`src/rtl/riscv_pkg.sv`:
```
// Shared RV32I definitions: base opcodes and the hazard controller state encoding.
package riscv_pkg;
  localparam logic [6:0] OP_R      = 7'b0110011;
  localparam logic [6:0] OP_IMM    = 7'b0010011;
  localparam logic [6:0] OP_LOAD   = 7'b0000011;
  localparam logic [6:0] OP_STORE  = 7'b0100011;
  localparam logic [6:0] OP_BRANCH = 7'b1100011;
  localparam logic [6:0] OP_LUI    = 7'b0110111;
  localparam logic [6:0] OP_AUIPC  = 7'b0010111;
  localparam logic [6:0] OP_JAL    = 7'b1101111;
  localparam logic [6:0] OP_JALR   = 7'b1100111;

  typedef enum logic {RUN, SQUASH} hz_state_t;
endpackage

```
`src/rtl/hazard_src_decode.sv`:
```
// Extracts register-usage information from the instruction in IF/ID.
module hazard_src_decode
  import riscv_pkg::*;
(
  input  logic [31:0] instr,
  output logic        uses_rs1,
  output logic        uses_rs2,
  output logic        is_load,
  output logic [4:0]  rd,
  output logic [4:0]  rs1,
  output logic [4:0]  rs2
);
  logic [6:0] opcode;
  logic       unused_bits;

  assign opcode      = instr[6:0];
  assign rs1         = instr[19:15];
  assign rs2         = instr[24:20];
  assign unused_bits = ^{instr[31:25], instr[14:12]};

  always_comb begin
    uses_rs1 = 1'b0;
    uses_rs2 = 1'b0;
    is_load  = 1'b0;
    rd       = 5'd0;
    case (opcode)
      OP_R:      begin uses_rs1 = 1'b1; uses_rs2 = 1'b1; rd = instr[11:7]; end
      OP_IMM:    begin uses_rs1 = 1'b1; rd = instr[11:7]; end
      OP_LOAD:   begin uses_rs1 = 1'b1; is_load = 1'b1; rd = instr[11:7]; end
      OP_STORE:  begin uses_rs1 = 1'b1; uses_rs2 = 1'b1; end
      OP_BRANCH: begin uses_rs1 = 1'b1; uses_rs2 = 1'b1; end
      OP_JALR:   begin uses_rs1 = 1'b1; rd = instr[11:7]; end
      OP_LUI, OP_AUIPC, OP_JAL: rd = instr[11:7];
      default:   ;
    endcase
  end
endmodule

```
`src/rtl/hazard_unit.sv`:
```
// Five-stage pipeline hazard controller: load-use bubbles, branch squash and memory freeze.
module hazard_unit
  import riscv_pkg::*;
#(
  parameter int BRANCH_PENALTY = 1
) (
  input  logic        CLK,
  input  logic        RESET,
  input  logic [31:0] instr_id,
  input  logic        branch_taken_ex,
  input  logic        mem_busy,
  output logic        HZRDcontrol,
  output logic        pc_write,
  output logic        ifid_write,
  output logic        ifid_flush,
  output logic        idex_write,
  output logic [7:0]  stall_count
);
  hz_state_t  state;
  logic [1:0] sq_left;
  logic [4:0] ex_rd;
  logic       ex_is_load;

  logic       uses_rs1, uses_rs2, is_load;
  logic [4:0] rd, rs1, rs2;
  logic       load_use;

  hazard_src_decode u_dec (
    .instr    (instr_id),
    .uses_rs1 (uses_rs1),
    .uses_rs2 (uses_rs2),
    .is_load  (is_load),
    .rd       (rd),
    .rs1      (rs1),
    .rs2      (rs2)
  );

  assign load_use = ex_is_load && (ex_rd != 5'd0) &&
                    ((uses_rs1 && rs1 == ex_rd) || (uses_rs2 && rs2 == ex_rd));

  always_comb begin
    HZRDcontrol = 1'b0;
    ifid_flush  = 1'b0;
    pc_write    = 1'b1;
    ifid_write  = 1'b1;
    idex_write  = 1'b1;
    if (RESET) begin
      HZRDcontrol = 1'b1;
      ifid_flush  = 1'b1;
      pc_write    = 1'b0;
      ifid_write  = 1'b0;
    end else if (mem_busy) begin
      pc_write   = 1'b0;
      ifid_write = 1'b0;
      idex_write = 1'b0;
    end else if (branch_taken_ex || state == SQUASH) begin
      HZRDcontrol = 1'b1;
      ifid_flush  = 1'b1;
    end else if (load_use) begin
      HZRDcontrol = 1'b1;
      pc_write    = 1'b0;
      ifid_write  = 1'b0;
    end
  end

  always_ff @(posedge CLK) begin
    if (RESET) begin
      state       <= RUN;
      sq_left     <= 2'd0;
      ex_rd       <= 5'd0;
      ex_is_load  <= 1'b0;
      stall_count <= 8'd0;
    end else begin
      if (!pc_write && stall_count != 8'hFF)
        stall_count <= stall_count + 8'd1;
      if (!mem_busy) begin
        if (branch_taken_ex) begin
          if (BRANCH_PENALTY > 1) begin
            state   <= SQUASH;
            sq_left <= 2'(BRANCH_PENALTY - 1);
          end else begin
            state   <= RUN;
          end
        end else if (state == SQUASH) begin
          sq_left <= sq_left - 2'd1;
          if (sq_left == 2'd1) state <= RUN;
        end
      end
      // A bubble into ID/EX must not look like a load to the next instruction.
      if (idex_write) begin
        ex_rd      <= HZRDcontrol ? 5'd0 : rd;
        ex_is_load <= HZRDcontrol ? 1'b0 : is_load;
      end
    end
  end
endmodule

```
`config.mk`:
```
export PLATFORM = sky130hd
export DESIGN_NAME = hazard_unit
export DESIGN_NICKNAME = d
export VERILOG_FILES = /design/src/rtl/riscv_pkg.sv /design/src/rtl/hazard_src_decode.sv /design/src/rtl/hazard_unit.sv
export SDC_FILE = /design/constraint.sdc
export NUM_CORES = 1
export LEC_CHECK = 0
export BUFFER_PORTS_ARGS = -buffer_cell sky130_fd_sc_hd__buf_2
export CORE_UTILIZATION = 45
export CTS_CLUSTER_SIZE = 14
export DETAILED_ROUTE_END_ITERATION = 6
export PLACE_DENSITY = 0.77
export SLEW_MARGIN = 10
export SYNTH_ARGS = -nofsm -noshare
export SYNTH_HDL_FRONTEND = slang
export SYNTH_SLANG_ARGS = --single-unit
```
`constraint.sdc`:
```
create_clock -name CLK -period 2.3 [get_ports CLK]
set_input_delay 0.23 -clock CLK [delete_from_list [all_inputs] [get_ports CLK]]
set_output_delay 0.23 -clock CLK [all_outputs]
set_load 0.01 [all_outputs]
```
# Word level (Yosys, flattened, before mapping)
# Cells that the tools add are included.
# classes
n_addsub	2
n_eq_ne	13
muxes	22
bitwise	2
n_reduce_logical	13
# ops
cell	n
$eq A7 B6 Y1 const B	3
$eq A7 B7 Y1 const B	3
$mux W1	20
$eq A7 B5 Y1 const B	2
$eq A5 B5 Y1	2
$mux W5	2
$add A8 B1 Y8 const B	1
$ne A8 B8 Y1 const B	1
$eq A7 B2 Y1 const B	1
$reduce_or A7 Y1	1
$reduce_or A6 Y1	1
$logic_and A1 B1 Y1	5
$reduce_bool A5 Y1	1
$reduce_and A3 Y1	1
$reduce_or A3 Y1	1
$eq A2 B1 Y1 const B	1
$logic_or A1 B1 Y1	2
$not A1 Y1	2
$sub A2 B1 Y2 const B	1
$logic_not A1 Y1	1
# word_totals
reg_bits	17
out_inout_bits	13
elab_cells	57

# Depth between registers and ports, before layout
# Gate-level depths: netlist of the first run.
# depth
depth_word	12
depth_mapped	8
depth_no_buf	6

# Modules after synthesis
# From an unflattened synthesis of the first run, not the netlist that was laid out.
# hier_totals
cells_unflattened	128
hier_area_um2	1113.6
# modules_own_cells
module	instances	cells_per_inst	area_per_inst_um2	seq_area_each_um2
hazard_unit	1	103	899.6	340.3
hazard_src_decode	1	25	214.0	0.0

# Worst setup path before layout of the first run
# OpenSTA, ideal clock, no wires.
# synth_timing
kind	flip-flop to flip-flop
startpoint	register ex_rd[0]
endpoint	register stall_count[4]
setup_time_ps	123
t_arrival_ps	1857
path_slack_ps	320
path_stages_with_launch	7
n_path_buf	0
path_cell_list	dfxtp_1 xnor2_1 nand4_1 or3_4 a211o_2 a21oi_1 mux2_1
# synth_via
elab_chain_cells	10
# synth_lines
element	line_no	rtl
start: declaration	hazard_unit.sv:21	logic [4:0] ex_rd;
start signal: assignment	hazard_unit.sv:91	ex_rd <= HZRDcontrol ? 5'd0 : rd;
$eq A5 B5 Y1	hazard_unit.sv:39	((uses_rs1 && rs1 == ex_rd) || (uses_rs2 && rs2 == ex_rd));
$logic_and A1 B1 Y1	hazard_unit.sv:39	
$logic_or A1 B1 Y1	hazard_unit.sv:39	
$logic_and A1 B1 Y1 (*)	hazard_unit.sv:38	assign load_use = ex_is_load && (ex_rd != 5'd0) &&
$mux W1 (*)	hazard_unit.sv:59	end else if (load_use) begin
$mux W1 (*)	hazard_unit.sv:56	end else if (branch_taken_ex || state == SQUASH) begin
$mux W1 (*)	hazard_unit.sv:52	end else if (mem_busy) begin
$mux W1 (*)	hazard_unit.sv:47	if (RESET) begin
$logic_not A1 Y1 (*)	hazard_unit.sv:74	if (!pc_write && stall_count != 8'hFF)
$logic_and A1 B1 Y1 (*)	hazard_unit.sv:74	
end signal: assignment	hazard_unit.sv:75	stall_count <= stall_count + 8'd1;
end: declaration	hazard_unit.sv:17	output logic [7:0] stall_count
# Every way passes the cells marked *; elsewhere a longest branch is shown, timed or not.
# A chain may end at the register's enable or synchronous reset.

# Final worst setup path of the first run
# layout_timing
startpoint	register ex_rd[3]
endpoint	output pc_write
# layout_via
elab_chain_cells	8
# layout_lines
element	line_no	rtl
$eq A5 B5 Y1	hazard_unit.sv:39	
$logic_and A1 B1 Y1	hazard_unit.sv:39	
$logic_or A1 B1 Y1	hazard_unit.sv:39	
$logic_and A1 B1 Y1 (*)	hazard_unit.sv:38	
$mux W1 (*)	hazard_unit.sv:59	
$mux W1 (*)	hazard_unit.sv:56	
$mux W1 (*)	hazard_unit.sv:52	
$mux W1 (*)	hazard_unit.sv:47	
end: declaration	hazard_unit.sv:13	output logic pc_write,
# Marks and branches as above.

==> results.cfg, run 1 <==
[run_status]
status = finished, final reports clean

[logic_synthesis]
count_leader_synth = sky130_fd_sc_hd__dfxtp_1
post_synth_num_cell_types = 42
postSynthRegisterBits = 17
syn_nets = 161
synth_top_area_share_pct = 31.5
part_of_the_yosys_area_used_for_sequential_elements_pct = 31.5
synth.cells.most_frequent = sky130_fd_sc_hd__dfxtp_1 (17), sky130_fd_sc_hd__nor2_1 (14), sky130_fd_sc_hd__nor2b_1 (8), sky130_fd_sc_hd__xnor2_1 (8), sky130_fd_sc_hd__a21oi_1 (6)
synth-warning-count = 0
synth_top_flop_cell = sky130_fd_sc_hd__dfxtp_1
syn_avg_cell_area_sq_um = 8.78
synth-edff-count = 0
synth_largest_area_cell = sky130_fd_sc_hd__dfxtp_1
synthesis.instances = 123
mappedNetlistArea_sq_mm = 0.00108
largest_cells_by_area_after_synthesis = sky130_fd_sc_hd__dfxtp_1 (32%), sky130_fd_sc_hd__xnor2_1 (6.5%), sky130_fd_sc_hd__nor2_1 (4.9%)
asyncSetResetFlopFracSynth_pct = 0

[power_and_ir_drop]
finalPower_mw = 0.551
cell_internal_pwr_mw = 0.408
switchingPower_mw = 0.143
power.clock.fraction_pct = 27.9
worst_ir_drop_vdd_mv = 0.287
power.combinational.fraction_pct = 16.7
power_leakage_nw = 0.582
power.share.switching_pct = 25.9
share_seq_of_total_power_pct = 55.4
power_per_cell_area_mw_per_mm2 = 413

[clocking]
tritoncts.num_buffers = 3
cts_htree_levels = 1
sink_count = 17
clock_network_latency_to_the_later_pin_of_the_worst_skew_pair_ns = 0.28
cts-hold-fix-buffers = 0
cts.root.buffer_cell = sky130_fd_sc_hd__clkbuf_4
clkTransAtPathRegs_ns = 0.09
cts-root-to-sink-buffers = 2
cts_tree = done

[sta]
timing.final.hold_violations = 0
worstMarginPinSlew_ns = 0.621
timing.setup.tns_ns = 0
final-max-slew-violation-count = 0
finalCriticalPeriod_ns = 2.17
achievable-frequency_mhz = 461
finalWorstSetupSlack_ns = 0.132
holdWs_ns = 0.146
report.final.setup_viol = 0
relSlewSlack_pct = 58.3
final.period_utilization_pct = 94.3
finClkSkew_ns = 0.00227

[routing]
initialDrtViolationCount = 4
post_drt_wl_per_cell_microns = 12.0
viasPerCell = 5.33
drtPass1Iterations = 4
vias = 1012
routed_wl_microns = 2280
detail_route.drc_violations = 0
antenna_left = 0

[worst_setup_path]
critical_path_fanout_max = 4
worst-setup-path-type = register to output port
worst_ep_arrival_time_ns = 1.94
crit_path_start_kind = register
worstSetupEndpointType = output port
crit_required_ns = 2.07

[final_layout]
layout-drive-gt1-share_pct = 37.0
fill_cells = 204
antenna-diode-count = 0
final_cell_area_sq_mm = 0.00134
fin_util_pct = 59.8
areaGrowthSynthToFinish_pct = 23.6
area.sequential_sq_um = 345
design.final.nets = 201
multiInputGateArea_sq_um = 703
layoutNonFillerInstCount = 190

[placement]
numPortBuffers = 38
postPlaceCellArea_sq_mm = 0.00129
globalplace.congestion = 0.809
post-place-ws_ns = 0.118
place.detailed.hpwl_microns = 1800
placed_cells_incl_taps = 185

[global_route]
grt_antenna_before_repair = 0
grt_usage_pct = 19.9
grt_max_degree = 25
grt_pass1_vias = 977
wire_length_of_the_first_global_routing_pass_microns = 3950
grt.overflow.total = 0

[floorplan]
placeableCoreArea_sq_mm = 0.00223
dieArea_sq_mm = 0.00260
top_level_ports = 49
floorplan.die.width_microns = 51.0
rows = 17
die_h_microns = 51.0
effective_utilization_at_floorplan_pct = 48.3

[flow_run]
cap_viol_max_count = 0

[min_path]
hp-class = input pin to register
cell usage in the layout, fill, tap and decap left out, types with 4 or more instances in the layout:
master and n:
sky130_fd_sc_hd__buf_2 38, sky130_fd_sc_hd__dfxtp_1 13, sky130_fd_sc_hd__a21oi_1 6, sky130_fd_sc_hd__xnor2_1 8, sky130_fd_sc_hd__dfxtp_2 4, sky130_fd_sc_hd__nor2_1 14, sky130_fd_sc_hd__inv_1 5, sky130_fd_sc_hd__a22o_1 5
sky130_fd_sc_hd__nor2b_1 8
layout make-up:
class | count | share of cell area, %
sequential | 17 | 25.9
tap | 28 | 2.62
timing repair buffer | 40 | 15.4
multi-input combinational | 96 | 52.7
inverter | 5 | 1.41
clock inverter | 1 | 0.375
clock buffer | 3 | 1.69
logic make-up (layout without fill, tap and decap cells):
kind of cell               count (synthesis)  in the layout  synth area share, %
adders and majority gates                  2              2                 2.32
and+or+nand+nor                           51             51                 27.3
xor gates and xnor gates                  11             11                 8.92
AOI/OAI and AO/OA                         26             26                 19.5
muxes                                      6              6                 6.60
DFF                                       17             17                 31.5
buffers and inverters                     10             49                 3.82
registers in the layout, summed over array words and instances, names as in the netlist:
name,cells
ex_rd,5
ex_is_load,1
stall_count,8
sq_left,2
state,1
power by group through the flow:
| stage | Combinational (mW) | Clock (mW) | Sequential (mW) |
|---|---|---|---|
| after CTS | 0.0922 | 0.165 | 0.305 |
| after global placement | 0.0881 | 0 | 0.312 |
| final | 0.0920 | 0.154 | 0.305 |
| after floorplan | 0.0471 | 0 | 0.313 |
| after global routing | 0.104 | 0.178 | 0.306 |
| after detailed placement | 0.0919 | 0 | 0.312 |
metal layers:
| layer | GRT usage, % | part of all wire, % | vias to the layer above |
|---|---|---|---|
| met4 | 8.33 | 0.79 | 0 |
| met3 | 2.98 | 5.3 | 4 |
| met5 | 0 | 0 | - |
| met1 | 22.5 | 45 | 460 |
| li1 | - | - | 518 |
| met2 | 36.4 | 49 | 30 |
path summary, 6_finish.rpt:
path / start / endpoint / slack (ns) / cells after the start
worst max-delay path: ex_rd[3]$_SDFFE_PP0P_ / pc_write / 0.13 / 6
worst min-delay path: instr_id[8] / ex_rd[1]$_SDFFE_PP0P_ / 0.15 / 2
worst max register to register: ex_rd[3]$_SDFFE_PP0P_ / stall_count[6]$_SDFFE_PP0P_ / 0.17 / 7
worst min register to register: ex_rd[2]$_SDFFE_PP0P_ / ex_rd[2]$_SDFFE_PP0P_ / 0.53 / 1
what timing repair did:
| item | CTS | global route |
|---|---|---|
| buffers inserted | 0 | 1 |
| setup endpoints to repair | 0 | 2 |
| gates resized for setup | 0 | 5 |
critical path: stages, from the launching register on:
cell                        delay [ns]
sky130_fd_sc_hd__dfxtp_2          0.36
sky130_fd_sc_hd__xnor2_1          0.16
sky130_fd_sc_hd__nand4_1          0.12
sky130_fd_sc_hd__or3_4            0.41
sky130_fd_sc_hd__a2111oi_4        0.39
sky130_fd_sc_hd__nor3_2           0.07
sky130_fd_sc_hd__buf_2            0.15
(Power assumes the default switching activity.)
==> run 2, diff against run 1 <==
--- a/config.mk
+++ b/config.mk
@@ -6,10 +6,10 @@
 export NUM_CORES = 1
 export LEC_CHECK = 0
 export BUFFER_PORTS_ARGS = -buffer_cell sky130_fd_sc_hd__buf_2
-export CORE_UTILIZATION = 45
+export CORE_UTILIZATION = 41
 export CTS_CLUSTER_SIZE = 14
 export DETAILED_ROUTE_END_ITERATION = 6
-export PLACE_DENSITY = 0.77
+export PLACE_DENSITY = 0.74
 export SLEW_MARGIN = 10
 export SYNTH_ARGS = -nofsm -noshare
 export SYNTH_HDL_FRONTEND = slang
==> constraint.sdc (replaced) <==
create_clock -name CLK -period 1.9 [get_ports CLK]
set_input_delay 0.19 -clock CLK [delete_from_list [all_inputs] [get_ports CLK]]
set_output_delay 0.19 -clock CLK [all_outputs]
set_load 0.01 [all_outputs]
==> run 2 against run 1 <==
The run now ends with negative setup slack left. Combinational power increased by 40%. Setup slack worse by 0.45 ns. Cell count up 8.4%. Clock skew up 0.0023 ns. Critical path depth grew 1. Sequential cell count unchanged. Via count grew 5.7%. Power up 26%. Sequential power rose by 21%. Core utilization grew 1.3 points. Clock power rose by 29%. Register-to-register slack got worse by 0.43 ns.
==> results.cfg, run 2 (same netlist as run 1, synthesis figures left out) <==
[final_layout]
most-common-layout-cells = sky130_fd_sc_hd__buf_2 (38), sky130_fd_sc_hd__buf_4 (15), sky130_fd_sc_hd__nor2_1 (14), sky130_fd_sc_hd__dfxtp_1 (12), sky130_fd_sc_hd__nor2b_1 (8)
multiInputGateArea_sq_um = 767
registers.top_by_ff_count = stall_count
design.final.nets = 215
layout-drive-gt1-share_pct = 46.6
area.sequential_sq_um = 349
areaGrowthSynthToFinish_pct = 40.2
fin_util_pct = 61.1
biggestRegsByFlops = stall_count: 8 flops, ex_rd: 5 flops, sq_left: 2 flops
fill_cells = 224
antenna-diode-count = 0
largest_register_ffs = 8
final_cell_area_sq_mm = 0.00151
mostFrequentLayoutCell = sky130_fd_sc_hd__buf_2

[worst_setup_path]
worst_ep_arrival_time_ns = 2.03
path_cells = xnor2_2 > nand4_1 > or3_4 > a2111oi_4 > buf_4 > nor3_2 > buf_2
crit_required_ns = 1.71
critPathMaxStageDelay_ns = 0.42
critical_path_fanout_max = 4
worst-setup-path-type = register to output port
crit_path_start_kind = register
critical-path-slowest-cell = sky130_fd_sc_hd__or3_4
worstSetupEndpointType = output port

[sta]
relSlewSlack_pct = 62.6
report.final.setup_viol = 11
achievable-frequency_mhz = 451
finClkSkew_ns = 0.00454
final.period_utilization_pct = 117
worstMarginPinSlew_ns = 0.560
finalWorstSetupSlack_ns = -0.318
rsz0062_at_grt = true
holdWs_ns = 0.0942
timing.final.hold_violations = 0
final-max-slew-violation-count = 0
finalCriticalPeriod_ns = 2.22

[run_status]
violations_in_the_final_reports = negative setup slack
status = finished with violations

[placement]
postPlaceCellArea_sq_mm = 0.00141
numPortBuffers = 38
place.detailed.hpwl_microns = 1930
globalplace.congestion = 0.847

[clocking]
cts-root-to-sink-buffers = 2
sink_count = 17
cts_tree = done
cts.root.buffer_cell = sky130_fd_sc_hd__clkbuf_4
cts_htree_levels = 1
clkTransAtPathRegs_ns = 0.10
clock_network_latency_to_the_later_pin_of_the_worst_skew_pair_ns = 0.30
tritoncts.num_buffers = 3

[global_route]
grt_pass1_vias = 980
grt_max_degree = 24
grt.overflow.total = 0
wire_length_of_the_first_global_routing_pass_microns = 4150
grt_antenna_before_repair = 0
grt_usage_pct = 20.4

[routing]
routed_wl_microns = 2650
antenna_left = 0
post_drt_wl_per_cell_microns = 12.9
initialDrtViolationCount = 10
drtPass1Iterations = 4
detail_route.drc_violations = 0
viasPerCell = 5.19
vias = 1070

[floorplan]
rows = 18
placeableCoreArea_sq_mm = 0.00248
floorplan.die.width_microns = 53.3
dieArea_sq_mm = 0.00284
top_level_ports = 49
die_h_microns = 53.3
effective_utilization_at_floorplan_pct = 43.6

[power_and_ir_drop]
power_per_cell_area_mw_per_mm2 = 459
finalPower_mw = 0.695
worst_ir_drop_vdd_mv = 0.350
power_leakage_nw = 0.666

[flow_run]
cap_viol_max_count = 0

[min_path]
hp-class = input pin to register
==> run 2: cell count changes in the layout (fill, tap and decap cells not counted), moves of 2 or more <==
cell / change
sky130_fd_sc_hd__mux2_2: -2
sky130_fd_sc_hd__buf_4: +13
sky130_fd_sc_hd__mux2_1: -3
sky130_fd_sc_hd__a21oi_1: -2
sky130_fd_sc_hd__mux2_4: +5
==> run 2: final cells by class <==
| cell class | instances | share of cell area [%] |
|---|---|---|
| repair buffers | 54 | 20.7 |
| well taps | 30 | 2.48 |
| clock buffers | 3 | 1.49 |
| flip-flops and latches | 17 | 23.1 |
| multi-input cells | 96 | 50.7 |
| clock inverters | 1 | 0.331 |
| inverters | 5 | 1.24 |
==> run 2: through the flow <==
step                TNS (ns)  setup WS, ns  cells
floorplan             -0.126       -0.0261    123
global placement       -1.28        -0.165    198
detailed placement     -1.68        -0.224    198
CTS                    -2.59        -0.332    206
global route           -3.92        -0.441    206
finish                 -2.51        -0.318    206
==> run 2: timing repair <==
| action | in CTS | in global routing |
|---|---|---|
| hold buffers | 0 | 0 |
| setup buffers | 4 | 0 |
| pin swaps | 4 | 0 |
| setup endpoints to repair | 11 | 16 |
| gates resized for setup | 6 | 4 |
==> run 2: report_power, final <==
part | internal, mW | switching (mW) | leakage [nW]
Sequential | 0.361 | 0.00743 | 0.140
Clock | 0.0785 | 0.119 | 0.0177
Combinational | 0.0634 | 0.0652 | 0.508
Total | 0.503 | 0.192 | 0.666
==> run 2: worst paths after layout <==
| path | slack [ns] | end | cells after the start | from |
|---|---|---|---|---|
| hold / removal | 0.09 | ex_rd[1]$_SDFFE_PP0P_ | 2 | instr_id[8] |
| hold reg to reg | 0.52 | ex_rd[2]$_SDFFE_PP0P_ | 1 | ex_rd[2]$_SDFFE_PP0P_ |
| setup / recovery | -0.32 | ifid_write | 7 | ex_rd[4]$_SDFFE_PP0P_ |
| setup reg to reg | -0.26 | stall_count[2]$_SDFFE_PP0P_ | 7 | ex_rd[4]$_SDFFE_PP0P_ |
==> run 2: layer usage <==
layer	vias up	global-route usage, %	wire [microns]
met5	-	0	0
li1	549	-	-
met1	477	21.2	1140
met4	0	10.5	53
met3	5	2.59	138
met2	39	38.8	1320
==> run 2: worst max-delay path: cells and delay by family, from the launching register on <==
kind,cells,cell delay (ns)
AO/OA/AOI/OAI,1,0.33
buffers and inverters,2,0.31
flip-flops,1,0.38
AND/OR/NAND/NOR,3,0.56
XOR/XNOR,1,0.15
